[config.mk]
export PLATFORM = sky130hd
export DESIGN_NAME = register_file
export DESIGN_NICKNAME = d
export VERILOG_FILES = /design/src/rtl/register_file.sv
export SDC_FILE = /design/constraint.sdc
export NUM_CORES = 1
export LEC_CHECK = 0
export CORE_UTILIZATION = 65
export CTS_CLUSTER_SIZE = 24
export DETAILED_ROUTE_END_ITERATION = 8
export GPL_TIMING_DRIVEN = 0
export PLACE_DENSITY = 0.83
export SLEW_MARGIN = 40
export SYNTH_ARGS = -nofsm -noshare
export SYNTH_HDL_FRONTEND = slang
export SYNTH_SLANG_ARGS = --single-unit
[constraint.sdc]
create_clock -name clk -period 7.3 [get_ports clk]
set_input_delay 0.73 -clock clk [delete_from_list [all_inputs] [get_ports clk]]
set_output_delay 0.73 -clock clk [all_outputs]
set_load 0.05 [all_outputs]
[src/rtl/register_file.sv]
// 32 x 32 RISC-V integer register file: two combinational read ports, one write port, x0 fixed at zero.
// A sweep FSM zeroes x1..x(N-1) after reset or clr; define REGFILE_WRITE_BYPASS_EN for write-first reads.
module register_file #(
  parameter int unsigned DATA_WIDTH = 32,
  parameter int unsigned NUM_REGS   = 32,
  parameter int unsigned ADDR_WIDTH = $clog2(NUM_REGS)
) (
  input  logic                  clk,
  input  logic                  rst,
  input  logic                  clr,
  input  logic                  wr_en,
  input  logic [ADDR_WIDTH-1:0] wr_reg,
  input  logic [DATA_WIDTH-1:0] wr_data,
  input  logic [ADDR_WIDTH-1:0] rd_reg_1,
  output logic [DATA_WIDTH-1:0] rd_data_1,
  input  logic [ADDR_WIDTH-1:0] rd_reg_2,
  output logic [DATA_WIDTH-1:0] rd_data_2,
  output logic                  ready
);

  localparam int unsigned IDX_WIDTH = ADDR_WIDTH + 1;
  localparam logic [IDX_WIDTH-1:0] FIRST_IDX = IDX_WIDTH'(1);
  localparam logic [IDX_WIDTH-1:0] LAST_IDX  = IDX_WIDTH'(NUM_REGS - 1);

  typedef enum logic {
    INIT = 1'b0,
    RUN  = 1'b1
  } state_t;

  state_t                state;
  logic [IDX_WIDTH-1:0]  sweep_idx;
  logic [DATA_WIDTH-1:0] regs [NUM_REGS];

  logic                  wr_fire;
  logic                  arr_we;
  logic [ADDR_WIDTH-1:0] arr_addr;
  logic [DATA_WIDTH-1:0] arr_data;

  // A clear request takes priority over a user write in the same cycle.
  assign wr_fire = (state == RUN) && wr_en && (wr_reg != '0) && !clr;

  // Single array write port shared by the sweep and user writes.
  always_comb begin
    arr_we   = 1'b0;
    arr_addr = '0;
    arr_data = '0;
    if (state == INIT) begin
      arr_we   = 1'b1;
      arr_addr = sweep_idx[ADDR_WIDTH-1:0];
    end else if (wr_fire) begin
      arr_we   = 1'b1;
      arr_addr = wr_reg;
      arr_data = wr_data;
    end
  end

  // No reset on the array so it can map onto distributed RAM.
  always_ff @(posedge clk) begin
    if (arr_we && !rst) begin
      regs[arr_addr] <= arr_data;
    end
  end

  always_ff @(posedge clk or posedge rst) begin
    if (rst) begin
      state     <= INIT;
      sweep_idx <= FIRST_IDX;
      ready     <= 1'b0;
    end else begin
      case (state)
        INIT: begin
          sweep_idx <= sweep_idx + IDX_WIDTH'(1);
          if (sweep_idx == LAST_IDX) begin
            state <= RUN;
            ready <= 1'b1;
          end
        end
        RUN: begin
          if (clr) begin
            state     <= INIT;
            sweep_idx <= FIRST_IDX;
            ready     <= 1'b0;
          end
        end
        default: begin
          state     <= INIT;
          sweep_idx <= FIRST_IDX;
          ready     <= 1'b0;
        end
      endcase
    end
  end

  function automatic logic [DATA_WIDTH-1:0] read_port(input logic [ADDR_WIDTH-1:0] idx);
    logic [DATA_WIDTH-1:0] val;
    val = '0;
    if ((state == RUN) && (idx != '0)) begin
`ifdef REGFILE_WRITE_BYPASS_EN
      if (wr_en && (wr_reg == idx)) begin
        val = wr_data;
      end else begin
        val = regs[idx];
      end
`else
      val = regs[idx];
`endif
    end
    return val;
  endfunction

  always_comb begin
    rd_data_1 = read_port(rd_reg_1);
    rd_data_2 = read_port(rd_reg_2);
  end

endmodule

==> impl_metrics.csv <==
group,metric,value,unit
synth,yosysWarnings,0,
timing,slew_violations,0,
power,switching_share,0.2619,
place,io_buffers,113,
global_route,grt_max_degree,33,
finish,fin_util,0.7611,
synth,synth_seq_area_share,0.6372,
power,power_density,253.9,nW/um^2
timing,post-route-min-period,5.979,ns
finish,drive_gt1_frac,0.2223,
routing,dr_wl_met3,35.92,mm
finish,multi_input_area,16570,um^2
finish,syn2layout_area_growth,15.10,%
critical_path,r2r_setup_slack,3.29,ns
finish,n_fill_cell,4077,
routing,viasPerCell,8.060,
clock_network,tritoncts.num_buffers,101,
routing,totalWireLength,180.2,mm
timing,finalSetupViolations,0,
clock_network,clk_pin_slew_worst_paths,0.06,ns
critical_path,arrival,5.25,ns
place,placed_area,52510,um^2
finish,final_common_cell,"edfxtp_1",
power,p_int,0.01048,W
clock_network,cts_tree,"yes",
critical_path,cp.required,6.57,ns
global_route,grt_usage,0.4771,
synth,synth_ff_type,"edfxtp_1",
floorplanning,die_w,275.4,um
timing,fin_crit_sh,0.8190,
synth,netlist_instances,2911,
routing,vias,34697,
place,place.gp.congestion,1.102,
place,dp.final_hpwl,127.2,mm
global_route,antenna_found_initial,9,
run,max-cap-violations,0,
global_route,grt_pass1_vias,33024,
routing,ant_nets,0,
synth,synthesis.area,48580,um^2
critical_path,path_class,"flop to primary output",
power,p_leak,20.40,nW
synth,ys_top_cells_by_area,"edfxtp_1 63%, mux2i_1 11%, mux4_2 10%",
routing,top_layer_used,"met5",
clock_network,cts_num_sinks,1032,
run_status,status,"complete, no violations",
critical_path,endpoint_kind,"primary output",
critical_path,critPathLaunchType,"flop",
timing,fin_setup_tns,0,ns
routing,drt_iter0_drc,7040,
routing,routedWlPerCell,41.85,um
min_path,hp-class,"primary input to async pin",
power,p_switching,0.003718,W
clock_network,cts_setup_buffers,0,
floorplanning,fp-row-count,99,
timing,rsz0062_at_grt,"false",
clock_network,cts.repair.resized,0,
timing,hold_slack,0.3789,ns
finish,nets,3312,
synth,post_synth.cell_area_avg,16.69,um^2
synth,synth_cell_type_count,52,
critical_path,cp_max_fo,10,
power,finalPower,0.01419,W
floorplanning,die_h,275.4,um
routing,drc,0,
synth,async_flop_share,0.007752,
floorplanning,pin_count,116,
global_route,grt_pass1_wl,245.6,mm
power,power.share.sequential,0.487,
floorplanning,coreArea,73450,um^2
clock_network,root_buffer,"clkbuf_16",
timing,max_freq,167.3,MHz
synth,yosysTopAreaCell,"edfxtp_1",
finish,final_cell_mix,"1,024 x edfxtp_1, 520 x mux2i_1, 225 x mux4_2",
synth,synth_edf_count,1024,
timing,timing.final.hold_violations,0,
routing,drt_first_pass_iters,6,
finish,fin_area,55910,um^2
finish,regArea,30950,um^2
power,clkPwrFrac,0.383,
global_route,overflow,0,
timing,clock_skew,0.01850,ns
clock_network,worstSkewPairLatency,0.70,ns
synth,synth_top_cell_area_share,0.6330,
floorplanning,initial_utilization,0.6613,
floorplanning,die-area,75830,um^2
synth,synth_fp_nets,2963,
clock_network,htreeDepth,3,
timing,relSlewSlack,0.3080,
power,comb_power_share,0.130,
clock_network,postCtsHoldBufs,0,
routing,wl_met1,56.92,mm
timing,worst_pin_slew,1.038,ns
synth,synth-seq-cells,1032,
routing,wl_met2,74.95,mm
clock_network,cts_buffer_depth,3,
power,peakVddDrop,0.0003355,V
worst max-delay path: stages, from the launching register on:
cell and delay [ns]:
dfrtp_1 0.68, buf_2 0.40, buf_2 0.38, nand2_1 0.08, nor2_1 0.73, buf_2 0.49
nand3_1 0.58, nand4_1 0.35, clkdlybuf4s50_1 0.85
metal layers:
layer	track usage	vias up
met5	0.02068	-
met4	0.2469	16
met3	0.2533	852
met2	0.6646	4043
met1	0.6057	16983
li1	-	12803
final timing paths:
check                        startpoint             to  depth (start not counted)
hold / removal                      rst   sweep_idx[3]                          2
setup / recovery                  state  rd_data_1[17]                          8
min in group clk           sweep_idx[5]          state                          1
setup reg to reg                  state   regs[28][11]                          9
max in group asynchronous           rst   sweep_idx[0]                          2
hold reg to reg            sweep_idx[5]          state                          1
Yosys cell counts, drive strengths merged (4+ instances only):
library cell / count
nand4: 65
nand3: 158
nand2b: 4
and2: 38
mux2i: 520
clkbuf: 77
nand2: 107
nor3b: 4
nor2: 29
mux4: 252
edfxtp: 1024
a31oi: 57
a22o: 53
and3: 10
nor2b: 11
a22oi: 205
nor3: 18
o21ai: 6
buf: 155
inv: 5
dfrtp: 7
a21oi: 74
cell families after synthesis:
family          share of synthesized area
simple gates                      0.04879
fa+ha+maj                       0.0002575
flops                              0.6372
buf+inv                           0.02795
compound gates                    0.05930
mux                                0.2265
registers in the layout, indices dropped and copies added, names as in the netlist:
register	count
regs	1024
sweep_idx	6
ready	1
state	1
power by group through the flow:
stage | Sequential (W) | Clock, W | Combinational [W]
final | 0.00692 | 0.00544 | 0.00184
after global routing | 0.00693 | 0.00556 | 0.00184
after CTS | 0.00691 | 0.00534 | 0.00175
after detailed placement | 0.00702 | 0 | 0.00174
after global placement | 0.00704 | 0 | 0.00150
after floorplan | 0.00699 | 0 | 0.000969
per-stage QoR:
step	setup WS [ns]	std cells
CTS	1.834	4301
global placement	-0.7220	3983
detailed placement	1.904	4116
floorplan	3.067	2911
finish	1.321	4305
global route	1.610	4302
area by class of cell:
cell class,instances,area share
plain buffers,232,0.02408
diodes,4,0.0001790
inverters,5,0.0003357
clock inverters,61,0.01282
repair buffers,246,0.04400
flip-flops and latches,1032,0.5536
multi-input cells,1642,0.2964
well taps,959,0.02146
clock buffers,124,0.04711
(Power assumes the default switching activity.)
